**config.mk**
```make
export PLATFORM = sky130hd
export DESIGN_NAME = seg7_scan_driver
export DESIGN_NICKNAME = d
export VERILOG_FILES = /design/src/rtl/seg7_pkg.sv /design/src/rtl/seg7_decode.sv /design/src/rtl/seg7_scan_driver.sv
export SDC_FILE = /design/constraint.sdc
export NUM_CORES = 1
export LEC_CHECK = 0
export CAP_MARGIN = 20
export CORE_AREA = 8 8 86 88
export DETAILED_ROUTE_END_ITERATION = 6
export DIE_AREA = 0 0 94 96
export HOLD_SLACK_MARGIN = 0.12
export PLACE_DENSITY = 0.77
export SYNTH_ARGS = -nofsm -noshare
export SYNTH_HDL_FRONTEND = slang
export SYNTH_SLANG_ARGS = --single-unit
```
**constraint.sdc**
```tcl
create_clock -name clk -period 4.8 [get_ports clk]
set_clock_uncertainty 0.1 [all_clocks]
set_input_delay 0.96 -clock clk [delete_from_list [all_inputs] [get_ports clk]]
set_output_delay 0.96 -clock clk [all_outputs]
set_load 0.05 [all_outputs]
```
**src/rtl/seg7_pkg.sv**
```systemverilog
// Shared types and glyph constants for the 8-digit 7-segment scan driver.
// Glyphs are active-high {dp,g,f,e,d,c,b,a}; polarity is applied at the pins.
package seg7_pkg;

  typedef logic [7:0] seg_t;

  typedef enum logic {
    ST_BLANK = 1'b0,
    ST_DRIVE = 1'b1
  } scan_state_t;

  localparam logic [3:0] SEP_CODE  = 4'hA;
  localparam seg_t       SEG_DASH  = 8'h40;
  localparam seg_t       SEG_BLANK = 8'h00;

  // Element [n] is the glyph for decimal digit n.
  localparam seg_t [9:0] DIGIT_GLYPH = {
    8'h6F, 8'h7F, 8'h07, 8'h7D, 8'h6D,
    8'h66, 8'h4F, 8'h5B, 8'h06, 8'h3F
  };

  function automatic logic [7:0] apply_pol(input logic [7:0] v, input bit active_low);
    return active_low ? ~v : v;
  endfunction

endpackage

```
**src/rtl/seg7_decode.sv**
```systemverilog
// Combinational nibble-to-glyph decoder: 0-9 digits, A dash, B-F blank.
module seg7_decode
  import seg7_pkg::*;
(
  input  logic [3:0] i_nibble,
  output seg_t       o_seg
);

  // NOTE: default assigned first so every path drives o_seg and no latch is inferred.
  always_comb begin
    o_seg = SEG_BLANK;
    if (i_nibble == SEP_CODE) begin
      o_seg = SEG_DASH;
    end else if (i_nibble <= 4'd9) begin
      o_seg = DIGIT_GLYPH[i_nibble];
    end
  end

endmodule

```
**src/rtl/seg7_scan_driver.sv**
```systemverilog
// Time-multiplexed 8-digit 7-segment driver with per-frame snapshot and dead-time blanking.
// Optional leading-zero blanking of digit 7 when built with SEG7_LZB_EN defined.
module seg7_scan_driver
  import seg7_pkg::*;
#(
  parameter int CLK_HZ         = 25000000,
  parameter int SLOT_HZ        = 8000,
  parameter int DEAD_CYC       = 250,
  parameter int COM_ACTIVE_LOW = 1,
  parameter int SEG_ACTIVE_LOW = 1
) (
  input  logic        clk,
  input  logic        reset,
  input  logic [31:0] segdata,
  output logic [7:0]  seg_com,
  output logic [7:0]  seg_out,
  output logic        frame_tick
);

  localparam int SLOT_DIV = CLK_HZ / SLOT_HZ;
  localparam int CNT_W    = (SLOT_DIV > 1) ? $clog2(SLOT_DIV) : 1;
  localparam logic [CNT_W-1:0] CNT_MAX  = CNT_W'(SLOT_DIV - 1);
  localparam logic [CNT_W-1:0] DEAD_LIM = CNT_W'(DEAD_CYC);
  localparam scan_state_t      RESET_ST = (DEAD_CYC == 0) ? ST_DRIVE : ST_BLANK;
  localparam bit               COM_LOW  = (COM_ACTIVE_LOW != 0);
  localparam bit               SEG_LOW  = (SEG_ACTIVE_LOW != 0);

  generate
    if (SLOT_DIV == 0 || SLOT_DIV <= DEAD_CYC) begin : g_bad_cfg
      $error("seg7_scan_driver: SLOT_DIV must be nonzero and greater than DEAD_CYC");
    end
  endgenerate

  logic [CNT_W-1:0] r_slot_cnt;
  logic [2:0]       r_digit;
  scan_state_t      r_state;
  logic [31:0]      r_snap;
  logic [7:0]       r_com;
  logic [7:0]       r_seg;
  logic             r_tick;

  logic [CNT_W-1:0] w_cnt_nxt;
  logic [2:0]       w_digit_nxt;
  scan_state_t      w_state_nxt;
  logic             w_frame_start;
  logic [31:0]      w_frame_src;
  logic [3:0]       w_nibble;
  seg_t             w_dec;
  seg_t             w_glyph;
  logic [7:0]       w_com_nxt;
  seg_t             w_seg_nxt;

  assign w_frame_start = (r_digit == 3'd0) && (r_slot_cnt == '0);
  // Bypass the snapshot on its capture cycle so a zero dead time still shows fresh data.
  assign w_frame_src   = w_frame_start ? segdata : r_snap;
  assign w_nibble      = w_frame_src[{r_digit, 2'b00} +: 4];

  seg7_decode u_decode (
    .i_nibble (w_nibble),
    .o_seg    (w_dec)
  );

`ifdef SEG7_LZB_EN
  assign w_glyph = ((r_digit == 3'd7) && (w_nibble == 4'h0)) ? SEG_BLANK : w_dec;
`else
  assign w_glyph = w_dec;
`endif

  always_comb begin
    w_cnt_nxt   = r_slot_cnt + 1'b1;
    w_digit_nxt = r_digit;
    w_com_nxt   = 8'h00;
    w_seg_nxt   = SEG_BLANK;
    if (r_slot_cnt == CNT_MAX) begin
      w_cnt_nxt   = '0;
      w_digit_nxt = r_digit + 3'd1;
    end
    w_state_nxt = (w_cnt_nxt < DEAD_LIM) ? ST_BLANK : ST_DRIVE;
    if (r_state == ST_DRIVE) begin
      w_com_nxt = 8'h01 << r_digit;
      w_seg_nxt = w_glyph;
    end
  end

  // NOTE: sequential state uses non-blocking assignments so every register samples pre-edge values.
  always_ff @(posedge clk) begin
    if (reset) begin
      r_slot_cnt <= '0;
      r_digit    <= 3'd0;
      r_state    <= RESET_ST;
      r_snap     <= 32'h0;
      r_com      <= apply_pol(8'h00, COM_LOW);
      r_seg      <= apply_pol(SEG_BLANK, SEG_LOW);
      r_tick     <= 1'b0;
    end else begin
      r_slot_cnt <= w_cnt_nxt;
      r_digit    <= w_digit_nxt;
      r_state    <= w_state_nxt;
      if (w_frame_start) begin
        r_snap <= segdata;
      end
      r_com      <= apply_pol(w_com_nxt, COM_LOW);
      r_seg      <= apply_pol(w_seg_nxt, SEG_LOW);
      r_tick     <= w_frame_start;
    end
  end

  assign seg_com    = r_com;
  assign seg_out    = r_seg;
  assign frame_tick = r_tick;

endmodule

```
==> metrics.csv, run 1 <==
stage,metric,value,unit
detailed_routing,DRT antenna net count,0,
logic_synthesis,top cell type's share of synthesized area,41.8,%
logic_synthesis,Synth Instances,306,
global_routing,largest net degree at the start of global routing,40,
layout,layout cells sized above 1,10.6,%
logic_synthesis,sequential-to-total area share from yosys stat,41.8,%
power_and_ir_drop,total power after layout,0.00131,W
logic_synthesis,Yosys reg bits,64,
sta,Final min period,4190,ps
clock_tree,CTS Hold Bufs,0,
clock_tree,Num CTS Buffers,9,
clock_tree,Clock transition at path regs,70,ps
floorplan,Rows,29,
detailed_routing,number of vias per cell,5.21,
detailed_routing,First-pass DRT Iterations,4,
logic_synthesis,cell taking the most area after synthesis,dfxtp_1,
sta,unrepaired setup endpoints after global routing,no,
logic_synthesis,Post-synth EDFFs,0,
floorplan,Top Ports,51,
floorplan,Die ar.,9020,sq um
place,HPWL after DPL,4.56,mm
setup_path,crit path kind,reg2reg,
clock_tree,clk_lat worst skew,340,ps
power_and_ir_drop,Peak supply drop,0.238,mV
power_and_ir_drop,Power Density,344,nW/um^2
setup_path,"CP delay by family, top",simple AND/OR/NAND/NOR gates,
clock_tree,Clock Path Buffers,2,
setup_path,Worst EP required,4900,ps
power_and_ir_drop,Internal,0.000968,W
setup_path,Buf/Inv on CP,3,
floorplan,Die X,94,um
clock_tree,CTS tree,done,
global_routing,vias in the first global route,2269,
detailed_routing,final wirelength,6.06,mm
sta,slew at the pin closest to its max-slew limit,569,ps
logic_synthesis,Post-synth top cells,"64 x dfxtp_1, 58 x nor2_1, 41 x mux2i_1, 15 x nand2_1",
sta,"Hold Vio Cnt, Final",0,
layout,Nets,399,
global_routing,gr usage total,14.6,%
sta,f_max,239,MHz
sta,Pins Over Slew Limit,0,
clock_tree,post-CTS resize count,0,
setup_path,slowest CP cell,dfxtp_1,
layout,# diodes,0,
sta,Slew HR,62.0,%
clock_tree,clock sinks,64,
detailed_routing,drt drc,0,
setup_path,CP max FO,30,
setup_path,Worst Path Arrival,4290,ps
sta,Final Worst Setup Slack,610,ps
logic_synthesis,Synth area leaders,"dfxtp_1 42%, mux2i_1 13%, mux4_2 9.5%, nor2_1 7.1%, ha_1 5.3%",
place,IO Port Bufs,49,
setup_path,max incr delay on CP,680,ps
clock_tree,CTS Root Cell,clkbuf_8,
setup_path,R2R depth,15,
run,max cap viols,0,
sta,Finish-stage setup viols,0,
floorplan,initial core utilization,50.3,%
power_and_ir_drop,Reg power frac,43.9,%
setup_path,CP Depth,15,
setup_path,CP startpoint kind,flop,
setup_path,critical-path cell list,"inv_2, ha_1, nor4b_1, nand4_1, buf_4, mux4_2, a22oi_1, nand3_1, inv_1, ha_1, nor2_1, nor2_1, nand4_1, o21ai_0, o211ai_1",
logic_synthesis,ys flop type,dfxtp_1,
detailed_routing,WL/cell,14.0,um
sta,Tcrit/Tclk final,87.3,%
logic_synthesis,fraction of registers with async set/reset,0,%
logic_synthesis,Post-Syn Area per Cell,10.0,sq um
clock_tree,postcts setup bufs,0,
power_and_ir_drop,switching power share of the total,25.9,%
global_routing,Overflow after GRT,0,
logic_synthesis,synth unique cells,42,
power_and_ir_drop,Net Sw Power,0.000338,W
power_and_ir_drop,leakage power,1.56,nW
global_routing,first-pass GRT wire length,10.4,mm
outcome,status,finished clean,
logic_synthesis,syn_nets,353,
layout,area grow syn2layout,23.9,%
floorplan,Die Y,96,um
floorplan,total core area,6100,sq um
logic_synthesis,top-count cell post-synth,dfxtp_1,
clock_tree,Clock H-tree levels,3,
logic_synthesis,Ys Warns,0,
power_and_ir_drop,Comb power frac,17.3,%
place,gpl congestion,0.867,
detailed_routing,via count,2259,
place,Place WS,609,ps
sta,setup TNS,0,ps
logic_synthesis,Synth Cell Area,3070,sq um
min_path,hold path depth,1,
setup_path,critical path capture point type,flop,
global_routing,initial antenna violation count,0,
detailed_routing,initial drt markers,91,
power_and_ir_drop,clock share of power,38.8,%
min_path,worst min-delay path class,reg2reg,
layout,Finished Core Util,62.3,%
final timing paths:
kind | startpoint | to | slack (ps)
hold / removal | r_slot_cnt[0] | r_slot_cnt[0] | 380
setup reg to reg | r_digit[0] | seg_out[4] | 610
setup / recovery | r_digit[0] | seg_out[4] | 610
hold reg to reg | r_slot_cnt[0] | r_slot_cnt[0] | 380
logic make-up (layout without fill, tap and decap cells):
kind of cell	Yosys count	after routing	share of synthesized area, %
adder cells (fa/ha/maj)	13	13	5.30
multiplexers	54	54	22.9
AO/OA/AOI/OAI	23	23	5.22
flip-flops	64	64	41.8
XOR/XNOR	11	11	3.14
buffers and inverters	30	81	4.73
AND/OR/NAND/NOR	110	110	16.8
other	1	1	0.122
area by class of cell:
type                            instances  area (sq um)
Fill cell                             525          2300
Multi-Input combinational cell        212          1640
Sequential cell                        64          1280
Timing Repair Buffer                   52           513
Clock buffer                            9           124
Clock inverter                          7          96.3
Tap cell                               77          96.3
Inverter                               13          48.8
sequential cells by signal, summed over array words and instances, names as in the netlist:
register    cells
frame_tick      1
r_digit         3
r_slot_cnt     12
r_snap         32
r_state         1
seg_com         8
seg_out         7
through the flow:
stage | hold slack, ps | area [sq um] | cells
6_report | 378 | 3800 | 434
5_1_grt | 414 | 3800 | 434
4_1_cts | 377 | 3800 | 434
3_5_place_dp | 362 | 3580 | 418
3_3_place_gp | 356 | 3580 | 418
2_1_floorplan | 337 | 3070 | 306
power by group through the flow:
stage	logic, W	registers [W]	clock network, W
2_1_floorplan	0.000171	0.000583	0
3_3_place_gp	0.000220	0.000584	0
3_5_place_dp	0.000226	0.000585	0
4_1_cts	0.000227	0.000573	0.000517
5_1_grt	0.000248	0.000576	0.000543
6_report	0.000225	0.000573	0.000507
placed cells by master (no fill, tap or decap), types with 5 or more instances in the layout:
cell type,n
clkbuf_8,9
clkdlybuf4s50_1,49
dfxtp_1,64
ha_1,13
inv_1,12
mux2i_1,41
mux4_2,13
nand2_1,15
nand3_1,11
nand4_1,5
nor2_1,58
nor3_1,5
o21ai_1,5
xnor2_1,5
xor2_1,6
worst register-to-register path: cells and delay by family, from the launching register on:
family | cells | cell delay (ps)
buffers and inverters | 3 | 840
muxes | 1 | 580
and+or+nand+nor | 6 | 850
adders and majority gates | 2 | 510
AOI/OAI and AO/OA | 3 | 490
DFF | 1 | 680
metal layers:
metal | GRT usage, % | vias up | share of wire (%)
met1 | 17.8 | 1051 | 46
met4 | 8.32 | 0 | 1.7
met2 | 23.2 | 52 | 47
li1 | - | 1150 | -
met5 | 0 | - | 0
met3 | 3.67 | 6 | 5.6
No activity file was read; power rests on OpenSTA's default activity.
==> run 2: changes to the inputs <==
GPL_TIMING_DRIVEN = 1   (was unset)
==> results of run 2 <==
No change in the layout: final DEF, timing and power equal those of run 1.
